==> src/rtl/dm_cache_ctrl.sv <==
// Direct-mapped, write-back, write-allocate cache controller between a CPU word port and a block memory.
// Define DM_CACHE_STATS_EN to add the c_hit_count_o / c_miss_count_o statistics outputs.
module dm_cache_ctrl #(
  parameter int c_block_size = 2,
  parameter int c_line_size  = 32,
  parameter int address_size = 32,
  parameter int c_index_size = 3,
  localparam int BW  = (2**c_block_size)*c_line_size,
  localparam int MAW = address_size-c_block_size-2
) (
  input  logic                    c_clk_i,
  input  logic                    c_reset_n_i,
  input  logic                    c_read_i,
  input  logic                    c_wr_i,
  input  logic [address_size-1:0] c_addr_i,
  input  logic [c_line_size-1:0]  c_wr_data_i,
  output logic [c_line_size-1:0]  c_read_data_o,
  output logic                    c_busywait_o,
  output logic                    mem_read_o,
  output logic                    mem_wr_o,
  output logic [MAW-1:0]          mem_addr_o,
  output logic [BW-1:0]           mem_wr_data_o,
  input  logic [BW-1:0]           mem_read_data_i,
`ifdef DM_CACHE_STATS_EN
  output logic [31:0]             c_hit_count_o,
  output logic [31:0]             c_miss_count_o,
`endif
  input  logic                    mem_busywait_i
);

  localparam int NW    = 2**c_block_size;
  localparam int LINES = 2**c_index_size;
  localparam int TW    = MAW-c_index_size;

  // WB_GAP guarantees one request-free cycle between the write-back and the fetch.
  typedef enum logic [2:0] {IDLE, WRITEBACK, WB_GAP, ALLOCATE, UPDATE} state_t;
  state_t state;

  logic [c_block_size-1:0]            word_sel;
  logic [c_index_size-1:0]            index;
  logic [TW-1:0]                      tag;
  logic                               unused_byte;
  logic [LINES-1:0]                   valid, dirty;
  logic [TW-1:0]                      tags [LINES];
  logic [NW-1:0][c_line_size-1:0]     data [LINES];
  logic [NW-1:0][c_line_size-1:0]     fill;
  logic                               seen_busy;
  logic                               access, hit, done;

  assign word_sel    = c_addr_i[c_block_size+1:2];
  assign index       = c_addr_i[c_block_size+2 +: c_index_size];
  assign tag         = c_addr_i[address_size-1 -: TW];
  assign unused_byte = ^c_addr_i[1:0];
  assign access      = c_read_i | c_wr_i;
  assign hit         = valid[index] && (tags[index] == tag);
  assign done        = seen_busy && !mem_busywait_i;

  always_comb begin
    c_busywait_o  = 1'b1;
    c_read_data_o = '0;
    mem_read_o    = 1'b0;
    mem_wr_o      = 1'b0;
    mem_addr_o    = '0;
    mem_wr_data_o = '0;
    case (state)
      IDLE: begin
        c_busywait_o = access && !hit;
        if (hit) c_read_data_o = data[index][word_sel];
      end
      WRITEBACK: begin
        mem_wr_o      = 1'b1;
        mem_addr_o    = {tags[index], index};
        mem_wr_data_o = data[index];
      end
      ALLOCATE: begin
        mem_read_o = 1'b1;
        mem_addr_o = {tag, index};
      end
      default: ;
    endcase
  end

  always_ff @(posedge c_clk_i or negedge c_reset_n_i) begin
    if (!c_reset_n_i) begin
      state     <= IDLE;
      valid     <= '0;
      dirty     <= '0;
      seen_busy <= 1'b0;
    end else begin
      case (state)
        IDLE: begin
          if (access) begin
            if (hit) begin
              if (c_wr_i) dirty[index] <= 1'b1;
            end else if (valid[index] && dirty[index]) begin
              state <= WRITEBACK;
            end else begin
              state <= ALLOCATE;
            end
          end
        end
        WRITEBACK, ALLOCATE: begin
          if (done) begin
            seen_busy <= 1'b0;
            state     <= (state == WRITEBACK) ? WB_GAP : UPDATE;
          end else if (mem_busywait_i) begin
            seen_busy <= 1'b1;
          end
        end
        WB_GAP: state <= ALLOCATE;
        UPDATE: begin
          valid[index] <= 1'b1;
          dirty[index] <= 1'b0;
          state        <= IDLE;
        end
        default: state <= IDLE;
      endcase
    end
  end

  // Line payload needs no reset: it is only observed through valid lines.
  always_ff @(posedge c_clk_i) begin
    if (state == IDLE && c_wr_i && hit) data[index][word_sel] <= c_wr_data_i;
    if (state == ALLOCATE && done) fill <= mem_read_data_i;
    if (state == UPDATE) begin
      data[index] <= fill;
      tags[index] <= tag;
    end
  end

`ifdef DM_CACHE_STATS_EN
  logic from_update;

  always_ff @(posedge c_clk_i or negedge c_reset_n_i) begin
    if (!c_reset_n_i) begin
      from_update    <= 1'b0;
      c_hit_count_o  <= '0;
      c_miss_count_o <= '0;
    end else begin
      from_update <= (state == UPDATE);
      if (state == IDLE && access) begin
        if (!hit) c_miss_count_o <= c_miss_count_o + 32'd1;
        else if (!from_update) c_hit_count_o <= c_hit_count_o + 32'd1;
      end
    end
  end
`endif

endmodule

==> config.mk <==
export PLATFORM = sky130hd
export DESIGN_NAME = dm_cache_ctrl
export DESIGN_NICKNAME = d
export VERILOG_FILES = /design/src/rtl/dm_cache_ctrl.sv
export SDC_FILE = /design/constraint.sdc
export NUM_CORES = 1
export LEC_CHECK = 0
export ABC_AREA = 1
export ABC_CLOCK_PERIOD_IN_PS = 7100
export CAP_MARGIN = 20
export CORE_MARGIN = 2
export CORE_UTILIZATION = 25
export DETAILED_ROUTE_END_ITERATION = 6
export PLACE_DENSITY_LB_ADDON = 0.3
export SETUP_SLACK_MARGIN = 0.3
export SLEW_MARGIN = 20
export SYNTH_ARGS = -nofsm -noshare
export SYNTH_HDL_FRONTEND = slang
export SYNTH_SLANG_ARGS = --single-unit
export TNS_END_PERCENT = 30
==> constraint.sdc <==
create_clock -name c_clk_i -period 7.1 [get_ports c_clk_i]
set_clock_uncertainty 0.05 [all_clocks]
set_input_delay 1.42 -clock c_clk_i [delete_from_list [all_inputs] [get_ports c_clk_i]]
set_output_delay 1.42 -clock c_clk_i [all_outputs]
set_load 0.05 [all_outputs]
==> results_dict.tcl, run 1 <==
set metrics [dict create \
    path_clk_slew_ns 0.05 \
    dp_cells 7417 \
    use_met2_pct 28.6 \
    startpoint_type "input pin" \
    rrSetupSlack_ns 3.39 \
    drv_cap 0 \
    drtPass1Iterations 6 \
    root_buffer "clkbuf_16" \
    io_buffers 385 \
    finalSetupViolations 0 \
    fin_crit_ns 6.63 \
    status "completed" \
    synth_common_cells "edfxtp_1 (1352), nand2_1 (939), inv_1 (472), nor2_1 (248), nand3_1 (233)" \
    yosys_most_used_dff "edfxtp_1" \
    synth_top_cell_area_share_pct 73.8 \
    end_kind "output port" \
    grtUsageTotal_pct 17.6 \
    drtIter0Drc 3598 \
    initial_core_util_pct 25.1 \
    syn_inst 4218 \
    cts_buffers 146 \
    worstMarginPinSlew_ns 1.02 \
    cts.sinks 1372 \
    finalSetupTns_ns 0 \
    route.detailed.drc 0 \
    drv_slew 0 \
    slew_headroom_pct 31.7 \
    synth_cell_type_count 42 \
    max_freq_ghz 0.151 \
    met3_usage_pct 2.85 \
    detail-route-antenna-nets 0 \
    crit_type "input pin to output port" \
    leakage_nw 24.5 \
    synth_area_sq_um 55000 \
    final_util_pct 31.7 \
    synth_edf_count 1352 \
    vias 36178 \
    met1_usage_pct 22.7 \
    ys_ff_latch 1372 \
    fin_nets 4892 \
    area_growth_syn_to_layout_pct 26.3 \
    rsz0062_at_grt "true" \
    cts_buffer_depth 3 \
    power_density_nw_per_um2 302 \
    critPathMaxStageDelay_ns 0.48 \
    routedWlPerCell_um 26.2 \
    h-tree-depth 4 \
    rows 172 \
    die_y_um 473 \
    die_x_um 473 \
    avgSynthCellArea_sq_um 13.0 \
    antenna_found_initial 5 \
    cp_data_arrival_time_ns 5.16 \
    instances_no_fill 7676 \
    hold_path.class "register to register" \
    grt_pass1_vias 34997 \
    viasPerCell 4.71 \
    crit_fanout 34 \
    clock_latency_ns 0.80 \
    synth.largest_area_cell "edfxtp_1" \
    period_share_pct 93.3 \
    yosysMostFrequentCell "edfxtp_1" \
    yosysWarningCount 0 \
    overflow 0 \
    critical_path.top_delay_family "simple AND/OR/NAND/NOR gates" \
    irDropWorstVdd_mv 0.244 \
    grt_pass1_wl_mm 279 \
    grt_max_degree 129 \
    critPathBufInv 5 \
    hpwlAfterDp_mm 131 \
    busiest_layer "met2" \
    core_area_sq_um 219000 \
    postCtsSetupBuffers 0 \
    power.total_mw 21.0 \
    critPathRequiredTime_ns 5.63 \
    io_pins 388 \
    cts_tree "built" \
    async_reset_ff_share_pct 1.46 \
    finalHoldViolations 0 \
    path_cells "clkdlybuf4s50_1 > buf_4 > inv_2 > nor2_2 > buf_4 > nand3_1 > nand2_1 > nor2_1 > nand2_1 > nand3_1 > nor3_1 > nand3_2 > nor2_8 > nand2_4 > a21oi_2 > buf_12" \
    syn-num-nets 4415 \
    globalplace.congestion 0.834 \
    crit_slowest_cell "a21oi_2" \
    drt_wl_total_mm 201 \
    yosysSeqAreaShare_pct 74.7 \
    drive_gt1_share_pct 12.9 \
    whs_ns 0.406 \
    synth_area_leaders "edfxtp_1 (74%), nand2_1 (6.4%), inv_1 (3.2%), a22o_1 (3.0%), nand3_1 (2.1%)" \
    die_area_sq_um 224000 \
]
-- worst paths after layout --
| kind | start | endpoint | depth (start not counted) |
|---|---|---|---|
| setup reg to reg | state[1]$_DFFE_PN0P_ | data[4][94]$_DFFE_PP_ | 5 |
| setup / recovery | c_addr_i[5] | c_read_data_o[19] | 16 |
| hold / removal | valid[4]$_DFFE_PN0P_ | valid[4]$_DFFE_PN0P_ | 2 |
| hold reg to reg | valid[4]$_DFFE_PN0P_ | valid[4]$_DFFE_PN0P_ | 2 |
| min in group asynchronous | c_reset_n_i | seen_busy$_DFFE_PN0P_ | 1 |
| max in group asynchronous | c_reset_n_i | asynchronous set/reset pin | 2 |
-- per-stage QoR --
step / cell area, sq um / worst slack, ns
after global placement: 65000 / 0.401
after floorplan: 55000 / 1.45
after detailed placement: 65000 / 0.393
final: 69500 / 0.473
after global routing: 69500 / 0.247
after CTS: 69500 / 0.403
-- cell families (layout without fill, tap and decap cells) --
kind of cell / count (synthesis) / after routing / synth area share (%)
compound gates: 579 / 579 / 7.99
other cells: 0 / 2 / 0
buf+inv: 704 / 1289 / 5.27
simple gates: 1562 / 1562 / 12.0
xor+xnor: 1 / 1 / 0.0159
flops: 1372 / 1372 / 74.7
-- per-layer routing --
| metal | share of wire [%] | up-vias |
|---|---|---|
| li1 | - | 16061 |
| met1 | 41 | 18416 |
| met2 | 47 | 1353 |
| met3 | 5.7 | 344 |
| met4 | 5.6 | 4 |
| met5 | 0.013 | - |
-- tightest hold or removal path: cells and delay by family (launching register included) --
| kind | cells | cell delay (ns) |
|---|---|---|
| flops | 1 | 0.32 |
| compound gates | 1 | 0.06 |
| buf+inv | 1 | 0.04 |
-- state kept, by name (all words and copies together), names as in the netlist, named ones only --
name / cells
data: 1024
state: 3
tags: 200
valid: 8
seen_busy: 1
fill: 128
-- cell type report --
| type | instances | area, sq um |
|---|---|---|
| diodes | 2 | 5.00 |
| multi-input cells | 2142 | 11500 |
| clock inverters | 80 | 708 |
| repair buffers | 544 | 6950 |
| well taps | 2871 | 3590 |
| fillers | 21762 | 150000 |
| flip-flops and latches | 1372 | 41100 |
| inverters | 489 | 1850 |
| clock buffers | 176 | 3790 |
-- layout by cell type, fill, tap and decap left out, types with 4 or more instances in the layout --
master           count
nand4_4              4
clkinv_16            4
clkdlybuf4s50_1    223
a21oi_1             61
nor2_1             231
clkinv_2            17
clkbuf_16          147
o21ai_1             12
nand3b_1             5
o21ai_0             37
and3_1               5
a221oi_1           118
a21oi_2             16
clkinv_1            41
o22ai_1             40
nand3_1            233
clkbuf_1            29
inv_6                7
nor2_4               8
a22oi_1             45
o2bb2ai_1           14
nand4_1            101
edfxtp_1          1352
a21oi_4             32
buf_12             184
bufinv_16            7
inv_1              471
o2111a_1             8
or2_2                7
dfrtp_1             19
a22o_1             190
inv_2               10
nor2_2              16
buf_4              136
inv_4                5
nand2_1            937
-- where the power goes --
part | leakage (nW) | internal (mW) | switching [mW]
sequential | 12.4 | 9.19 | 0.0648
clock | 2.18 | 4.07 | 3.24
combinational | 9.95 | 1.36 | 3.05
total | 24.5 | 14.6 | 6.35
-- repair_timing --
item | CTS | global route
gates resized for setup | 0 | 2
hold buffers | 0 | 0
endpoints found under the setup margin | 0 | 3
(Power assumes the default switching activity.)
==> run 2: changes to the inputs <==
Settings changed: CAP_MARGIN 20 to 15.
==> run 2 against run 1 <==
Net effect: sequential power about the same; highest routed layer unchanged; power about the same; non-clock buffer count shrank 1; clock-buffer cell count stayed put; clock power about the same; via count increased by 0.11%.
==> results_dict.tcl, run 2 (synthesis results as in run 1) <==
set metrics [dict create \
    instances_no_fill 7675 \
    clkPwrFrac_pct 34.9 \
    p_sw_share_pct 30.3 \
    slew_headroom_pct 29.8 \
    viasPerCell 4.72 \
    met1_usage_pct 22.7 \
    finalSetupTns_ns 0 \
    rows 172 \
    die_y_um 473 \
    globalplace.congestion 0.834 \
    vias 36219 \
    largest_register "data" \
    grt_pass1_wl_mm 279 \
    area_growth_syn_to_layout_pct 26.2 \
    drv_slew 0 \
    fin_nets 4891 \
    max_freq_ghz 0.151 \
    use_met2_pct 28.6 \
    grt_pass1_vias 34997 \
    path_clk_slew_ns 0.05 \
    cts.sinks 1372 \
    io_pins 388 \
    irDropWorstVdd_mv 0.244 \
    overflow 0 \
    die_x_um 473 \
    finalHoldViolations 0 \
    power.total_mw 21.0 \
    crit_type "input pin to output port" \
    cp_data_arrival_time_ns 5.14 \
    cts_buffer_depth 3 \
    root_buffer "clkbuf_16" \
    io_buffers 385 \
    period_share_pct 93.1 \
    grt_max_degree 129 \
    busiest_layer "met2" \
    fin_crit_ns 6.61 \
    drtPass1Iterations 6 \
    critPathRequiredTime_ns 5.63 \
    hpwlAfterDp_mm 131 \
    combinationalPowerShare_pct 21.0 \
    final_common_cell "edfxtp_1" \
    core_area_sq_um 219000 \
    h-tree-depth 4 \
    power_switching_mw 6.34 \
    drv_cap 0 \
    clock_latency_ns 0.80 \
    grtUsageTotal_pct 17.6 \
    p_int_mw 14.6 \
    worstMarginPinSlew_ns 1.05 \
    end_kind "output port" \
    drt_wl_total_mm 201 \
    startpoint_type "input pin" \
    crit_fanout 34 \
    finalSetupViolations 0 \
    largest_register_ffs 1024 \
    route.detailed.drc 0 \
    power_density_nw_per_um2 302 \
    drtIter0Drc 3458 \
    reg.largest.list "data: 1024 flops, tags: 200 flops, fill: 128 flops" \
    dp_cells 7417 \
    leakage_nw 24.5 \
    antenna_found_initial 5 \
    routedWlPerCell_um 26.2 \
    cts_tree "built" \
    cts_buffers 146 \
    drive_gt1_share_pct 12.9 \
    die_area_sq_um 224000 \
    layout_common_cells "edfxtp_1 (1352), nand2_1 (937), inv_1 (471)" \
    rsz0062_at_grt "true" \
    status "completed" \
    met3_usage_pct 2.85 \
    p_seq_share_pct 44.1 \
    postCtsHoldBufs 0 \
    detail-route-antenna-nets 0 \
    hold_path.class "register to register" \
    initial_core_util_pct 25.1 \
]
## run 2: changes by cell type in the layout (fill, tap and decap cells not counted)
cell	previous run	this run
buf_8	1	0
## run 2: critical path, stage by stage
cell and delay (ns):
clkdlybuf4s50_1 0.46, buf_4 0.25, inv_2 0.16, nor2_2 0.10, buf_4 0.33, nand3_1 0.12, nand2_1 0.14, nor2_1 0.07
nand2_1 0.12, nand3_1 0.12, nor3_1 0.19, nand3_2 0.17, nor2_8 0.31, nand2_4 0.40, a21oi_2 0.48, buf_12 0.19
## run 2: per-layer routing
layer	vias to the layer above	routed length (um)	part of all wire (%)
met5	-	27	0.013
met4	4	11100	5.5
met3	329	11300	5.6
met2	1270	95400	47
met1	18548	83400	41
li1	16068	-	-
## run 2: path summary, 6_finish.rpt
check                                   endpoint  slack [ns]  depth (start not counted)                 start
min reg2reg                 valid[4]$_DFFE_PN0P_        0.41                          2  valid[4]$_DFFE_PN0P_
min in group asynchronous  seen_busy$_DFFE_PN0P_        1.14                          1           c_reset_n_i
max                            c_read_data_o[19]        0.49                         16           c_addr_i[5]
max reg2reg                data[6][94]$_DFFE_PP_        3.37                          5  state[1]$_DFFE_PN0P_
min                         valid[4]$_DFFE_PN0P_        0.41                          2  valid[4]$_DFFE_PN0P_
max in group asynchronous   state[2]$_DFFE_PN0P_        5.12                          1           c_reset_n_i
## run 2: layout make-up
| class | instances | area [sq um] |
|---|---|---|
| clock buffers | 176 | 3790 |
| inverters | 489 | 1850 |
| fillers | 21763 | 150000 |
| flip-flops and latches | 1372 | 41100 |
| repair buffers | 543 | 6940 |
| multi-input cells | 2142 | 11500 |
| clock inverters | 80 | 708 |
| well taps | 2871 | 3590 |
| diodes | 2 | 5.00 |
## run 2: metrics by stage
| stage | util [%] | setup WS (ns) | cell area, sq um | hold slack, ns |
|---|---|---|---|---|
| 2_1_floorplan | - | 1.45 | 55000 | 0.374 |
| 3_3_place_gp | 29.6 | 0.401 | 65000 | 0.390 |
| 3_5_place_dp | 29.6 | 0.393 | 65000 | 0.399 |
| 4_1_cts | 31.7 | 0.403 | 69500 | 0.413 |
| 5_1_grt | 31.7 | 0.247 | 69500 | 0.435 |
| 6_report | 31.7 | 0.492 | 69500 | 0.407 |
## run 2: repair_timing
| item | CTS | global route |
|---|---|---|
| buffers inserted | 0 | 0 |
| setup endpoints to repair | 0 | 3 |
| gates resized for setup | 0 | 2 |
## run 2: power groups by stage
stage / combinational (mW) / clock (mW) / sequential, mW
3_5_place_dp: 4.43 / 0 / 9.42
2_1_floorplan: 2.16 / 0 / 9.41
3_3_place_gp: 4.41 / 0 / 9.42
5_1_grt: 4.58 / 7.76 / 9.26
6_report: 4.41 / 7.31 / 9.25
4_1_cts: 4.44 / 7.43 / 9.25
